### src/rtl/ysyx_23060191_wb_arbiter.sv
// ysyx_23060191_wb_arbiter: round-robin write-back arbiter merging EXU and LSU results into the register file
module ysyx_23060191_wb_arbiter #(
  parameter int CPU_WIDTH = 32,
  parameter int REG_AW    = 5
) (
  input  logic                 clk,
  input  logic                 rst,
  input  logic                 exu_valid,
  output logic                 exu_ready,
  input  logic [REG_AW-1:0]    exu_rd,
  input  logic [CPU_WIDTH-1:0] exu_res,
  input  logic                 lsu_valid,
  output logic                 lsu_ready,
  input  logic [REG_AW-1:0]    lsu_rd,
  input  logic [CPU_WIDTH-1:0] lsu_res,
  input  logic                 flush,
  output logic                 rf_wen,
  output logic [REG_AW-1:0]    rf_waddr,
  output logic [CPU_WIDTH-1:0] rf_wdata,
  output logic                 wb_src,
  output logic [31:0]          wb_cnt
);
  logic                 r_exu_full, r_lsu_full, r_last_lsu, r_wen, r_src;
  logic [REG_AW-1:0]    r_exu_rd, r_lsu_rd, r_waddr;
  logic [CPU_WIDTH-1:0] r_exu_res, r_lsu_res, r_wdata;
  logic [31:0]          r_wb_cnt;
  logic                 w_gnt_lsu, w_gnt_exu, w_gnt, w_wr, w_exu_hs, w_lsu_hs;
  logic [REG_AW-1:0]    w_rd;
  logic [CPU_WIDTH-1:0] w_res;
  // LSU wins a tie unless it was the last channel granted; flush suppresses all grants
  assign w_gnt_lsu = !flush && r_lsu_full && (!r_exu_full || !r_last_lsu);
  assign w_gnt_exu = !flush && r_exu_full && !w_gnt_lsu;
  assign w_gnt     = w_gnt_lsu || w_gnt_exu;
  assign w_rd      = w_gnt_lsu ? r_lsu_rd : r_exu_rd;
  assign w_res     = w_gnt_lsu ? r_lsu_res : r_exu_res;
  assign w_wr      = w_gnt && (w_rd != '0);
  assign exu_ready = !rst && !flush && (!r_exu_full || w_gnt_exu);
  assign lsu_ready = !rst && !flush && (!r_lsu_full || w_gnt_lsu);
  assign w_exu_hs  = exu_valid && exu_ready;
  assign w_lsu_hs  = lsu_valid && lsu_ready;
  assign rf_wen    = r_wen;
  assign rf_waddr  = r_waddr;
  assign rf_wdata  = r_wdata;
  assign wb_src    = r_src;
  assign wb_cnt    = r_wb_cnt;
  always_ff @(posedge clk) begin
    if (rst) begin
      r_exu_full <= 1'b0;
      r_lsu_full <= 1'b0;
      r_last_lsu <= 1'b0;
      r_wen      <= 1'b0;
      r_waddr    <= '0;
      r_wdata    <= '0;
      r_src      <= 1'b0;
      r_wb_cnt   <= '0;
    end else begin
      if (flush) r_exu_full <= 1'b0;
      else if (w_exu_hs) begin
        r_exu_full <= 1'b1;
        r_exu_rd   <= exu_rd;
        r_exu_res  <= exu_res;
      end else if (w_gnt_exu) r_exu_full <= 1'b0;
      if (flush) r_lsu_full <= 1'b0;
      else if (w_lsu_hs) begin
        r_lsu_full <= 1'b1;
        r_lsu_rd   <= lsu_rd;
        r_lsu_res  <= lsu_res;
      end else if (w_gnt_lsu) r_lsu_full <= 1'b0;
      r_wen <= w_wr;
      if (w_gnt) r_last_lsu <= w_gnt_lsu;
      if (w_wr) begin
        r_waddr  <= w_rd;
        r_wdata  <= w_res;
        r_src    <= w_gnt_lsu;
        r_wb_cnt <= r_wb_cnt + 32'd1;
      end
    end
  end
endmodule
### config.mk
export PLATFORM = sky130hd
export DESIGN_NAME = ysyx_23060191_wb_arbiter
export DESIGN_NICKNAME = d
export VERILOG_FILES = /design/src/rtl/ysyx_23060191_wb_arbiter.sv
export SDC_FILE = /design/constraint.sdc
export NUM_CORES = 1
export LEC_CHECK = 0
export ABC_AREA = 1
export CORE_UTILIZATION = 35
export DETAILED_ROUTE_END_ITERATION = 8
export PLACE_DENSITY = 0.6
export REMOVE_ABC_BUFFERS = 1
export SYNTH_ARGS = -nofsm -noshare
export SYNTH_HDL_FRONTEND = slang
export SYNTH_SLANG_ARGS = --single-unit
### constraint.sdc
create_clock -name clk -period 14.9 [get_ports clk]
set_input_delay 4.47 -clock clk [delete_from_list [all_inputs] [get_ports clk]]
set_output_delay 4.47 -clock clk [all_outputs]
set_load 0.02 [all_outputs]
* Word-level counts from Yosys, hierarchy flattened
Index checks and enable logic that the tools add are counted.
** Cells by class
- Add/subtract/negate cells :: 1
- Mux-type cells :: 6
- Bitwise gates (word level) :: 2
- Reduce and logical (&&, ||, !) cells :: 26
** Operators by type and width (number)
- 32-bit by 1-bit adder with 32-bit output, second input constant :: 1
- 32-bit two-way mux :: 1
- 1-bit logical AND :: 10
- 1-bit logical NOT :: 6
- 3-bit AND reduction :: 2
- 5-bit two-way mux :: 1
- 5-bit nonzero test :: 1
- 1-bit logical OR :: 4
- 1-bit two-way mux :: 4
- 2-bit nonzero test :: 2
- 1-bit inverter :: 2
- 2-bit OR reduction :: 1
** Storage, ports and cells
- Register bits after elaboration :: 148
- Input bits :: 79
- Output and inout bits :: 73
- Logic and storage cells :: 47

* Depth between registers and ports, before layout
- Depth in word-level cells :: 9
- Depth in mapped cells :: 12
- Gate-level depth less buffers :: 11

* Worst setup path before layout
OpenSTA, ideal clock, no wires.
- Path kind :: input port to output port
- From :: input flush
- To :: output lsu_ready
- Arrival :: 5466 ps
- Data required time :: 10430 ps
- Slack :: 4964 ps
- Cell stages on the path :: 6
- Path buffers :: 1
- Cells stage by stage :: inv_2 > nand3_2 > inv_2 > clkbuf_1 > nor2_1 > nor2_1
** On the way
- Word-level cells in the longest chain between the ends :: 5
- Elaborated cells between the ends (all ways) :: 6
- Those cells by class :: reduce/logical: 6
** RTL lines
- from (decl) :: line 16 : input logic flush,
- 1-bit logical NOT (*) :: line 31, 38
- 1-bit logical AND (2 in series) :: line 31 : assign w_gnt_lsu = !flush && r_lsu_full && (!r_exu_full || !r_last_lsu);
- 1-bit logical OR :: line 38 : assign lsu_ready = !rst && !flush && (!r_lsu_full || w_gnt_lsu);
- 1-bit logical AND (*) :: line 38
- to (decl) :: line 13 : output logic lsu_ready,
Every way passes the cells marked *; elsewhere a longest branch is shown, timed or not.

* Worst setup path after layout
Same ends and word-level chain as after synthesis.

==> flow_summary_export.csv <==
group,metric,value,unit
clocking,postCtsSetupRepairBufs,0,
floorplanning,die_h,137,um
synthesis,synthDistinctLibCells,27,
floorplanning,start_util,0.356,
setup_path,end_kind,"output pin",
grt,grt_pass1_vias,4920,
floorplanning,die_area,18800,sq um
timing,slew_headroom,0.311,
timing,worstMarginPinSlew,1030,ps
clocking,numCtsBuffers,17,
place,gp_congestion,0.834,
clocking,ctsHoldBuffers,0,
detailed_routing,num_vias,5341,
timing,tns,0,ps
setup_path,worstPathArrival,7680,ps
synthesis,synth_ff_type,"edfxtp_1",
clocking,tritoncts,"yes",
setup_path,path_max_fanout,44,
floorplanning,die_w,137,um
synthesis,yosysTopAreaCellShare,0.347,
synthesis,ys_ff_latch,148,
grt,grt_pass1_wl,25200,um
worst_hold_path,min_path_type,"register to register",
timing,report.final.hold_viol_count,0,
synthesis,synth_warnings,0,
place,place_ws,2680,ps
place,portBuffers,151,
synthesis,postSynthAreaPerCell,8.31,sq um
timing,hold_slack,479,ps
timing,period_share,0.816,
timing,slew_viol_final,0,
timing,finalSetupViolCount,0,
cells_and_area,drive_gt1_frac,0.0476,
cells_and_area,final_cells,1153,
cells_and_area,n_antenna_cell,0,
synthesis,synth_area,6400,sq um
grt,grt_max_degree,94,
place,place_area,8080,sq um
cells_and_area,areaGrowthSynthToFinish,35.2,%
setup_path,crit_type,"input pin to output pin",
detailed_routing,drt_first_iter_violations,274,
power,power.density,110,nW/um^2
clocking,clockRootBuffer,"clkbuf_16",
clocking,htreeDepth,4,
timing,skew,9.58,ps
cells_and_area,utilization,0.482,
cells_and_area,layout.nets,991,
detailed_routing,routed_wirelength,15800,um
timing,rsz0062_at_grt,"no",
power,power.total,0.955,mW
grt,overflow,0,
cells_and_area,final_area,8650,sq um
setup_path,cp-start-kind,"input pin",
floorplanning,rows,49,
synthesis,synth.most_common_cell,"nand2_1",
clocking,cts_sinks,148,
synthesis,syn_inst,770,
timing,fin_crit,12150,ps
detailed_routing,via_per_inst,4.63,
clocking,cts_resized,0,
synthesis,synth_async_sr_flop_share,0,
place,place_inst,1121,
synthesis,synth.top_cells.by_area,"edfxtp_1, dfxtp_1, nand2_1",
grt,antenna_found_initial,1,
timing,fin_ws,2750,ps
timing,max_freq,82.3,MHz
detailed_routing,drc,0,
detailed_routing,dr.pass1.iters,4,
clocking,cts_buffer_depth,2,
setup_path,required,10430,ps
clocking,clk_latency,410,ps
synthesis,synthTopCellsByCount,"nand2_1, nor2_1, dfxtp_1, edfxtp_1, nand3_1",
power,vdd_drop_max,0.0761,mV
detailed_routing,ant_nets,0,
floorplanning,num_io_pins,152,
synthesis,synth_top_cell_by_area,"edfxtp_1",
power,p_leak,3.35,nW
floorplanning,core_area,18000,sq um
flow_run,cap_violations,0,
synthesis,seq_area_frac_synth,0.579,
detailed_routing,wire_per_inst,13.7,um
synthesis,synth_edf_count,74,
status,outcome,"complete, no violations",
grt,grt_usage,0.177,
clocking,path_clk_slew,50,ps
place,dp_hpwl,9940,um
## power breakdown
group	internal, mW	leakage (nW)	total [mW]	switching (mW)
clock	0.257	0.278	0.420	0.163
combinational	0.0437	1.80	0.0865	0.0428
sequential	0.442	1.28	0.449	0.00740
total	0.742	3.35	0.955	0.213
## sequential cells by signal, summed over array words and instances, names as in the netlist
name        count
rf_waddr        5
rf_wdata       32
r_lsu_full      1
r_last_lsu      1
r_lsu_rd        5
rf_wen          1
r_exu_full      1
wb_cnt         32
r_exu_rd        5
wb_src          1
r_exu_res      32
r_lsu_res      32
## routing by layer
metal	share of wire	global-route usage	up-vias	routed length [um]
li1	-	-	2758	-
met2	0.46	0.288	154	7280
met5	0.00082	0	-	13
met4	0.011	0.0501	2	167
met3	0.068	0.0629	14	1070
met1	0.46	0.221	2413	7280
## final timing paths
check | startpoint | to | slack (ps) | cells after the start
max reg2reg | r_exu_full | wb_cnt[16] | 11210 | 11
max | flush | lsu_ready | 2750 | 7
min | rf_wdata[26] | rf_wdata[26] | 480 | 2
min reg2reg | rf_wdata[26] | rf_wdata[26] | 480 | 2
## cells by family after synthesis
kind of cell               Yosys count  synth area share
AOI/OAI and AO/OA                   28            0.0225
xor gates and xnor gates             2           0.00274
adders and majority gates            1           0.00196
buffers and inverters               75            0.0532
DFF                                148             0.579
and+or+nand+nor                    516             0.341
## worst max-delay path: stages
cell and delay [ps]:
clkdlybuf4s50_1 510, inv_2 110, nand3_2 730, inv_2 900
nor2_1 180, nor2_1 130, clkdlybuf4s50_1 610
## cells in the final DEF (no fill, tap or decap), types with 2 or more instances in the layout
| cell | n |
|---|---|
| buf_4 | 5 |
| clkinv_2 | 2 |
| nor2_4 | 2 |
| clkbuf_16 | 18 |
| clkbuf_1 | 6 |
| dfxtp_1 | 74 |
| nand3_1 | 50 |
| nand3b_1 | 37 |
| bufinv_16 | 2 |
| inv_1 | 37 |
| nor3_1 | 5 |
| clkdlybuf4s50_1 | 151 |
| inv_2 | 4 |
| nand2_1 | 235 |
| clkinv_4 | 2 |
| edfxtp_1 | 74 |
| nand4_1 | 6 |
| a21oi_1 | 24 |
| nor2_1 | 174 |
| o21ai_0 | 2 |
## final cells by class
class / count / area [sq um]
clock buffer: 24 / 473
clock inverter: 8 / 101
fill: 1732 / 9310
inverter: 41 / 154
multi-input combinational: 547 / 2380
sequential: 148 / 3700
tap: 229 / 287
timing repair buffer: 156 / 1550
No activity file was read; power rests on OpenSTA's default activity.
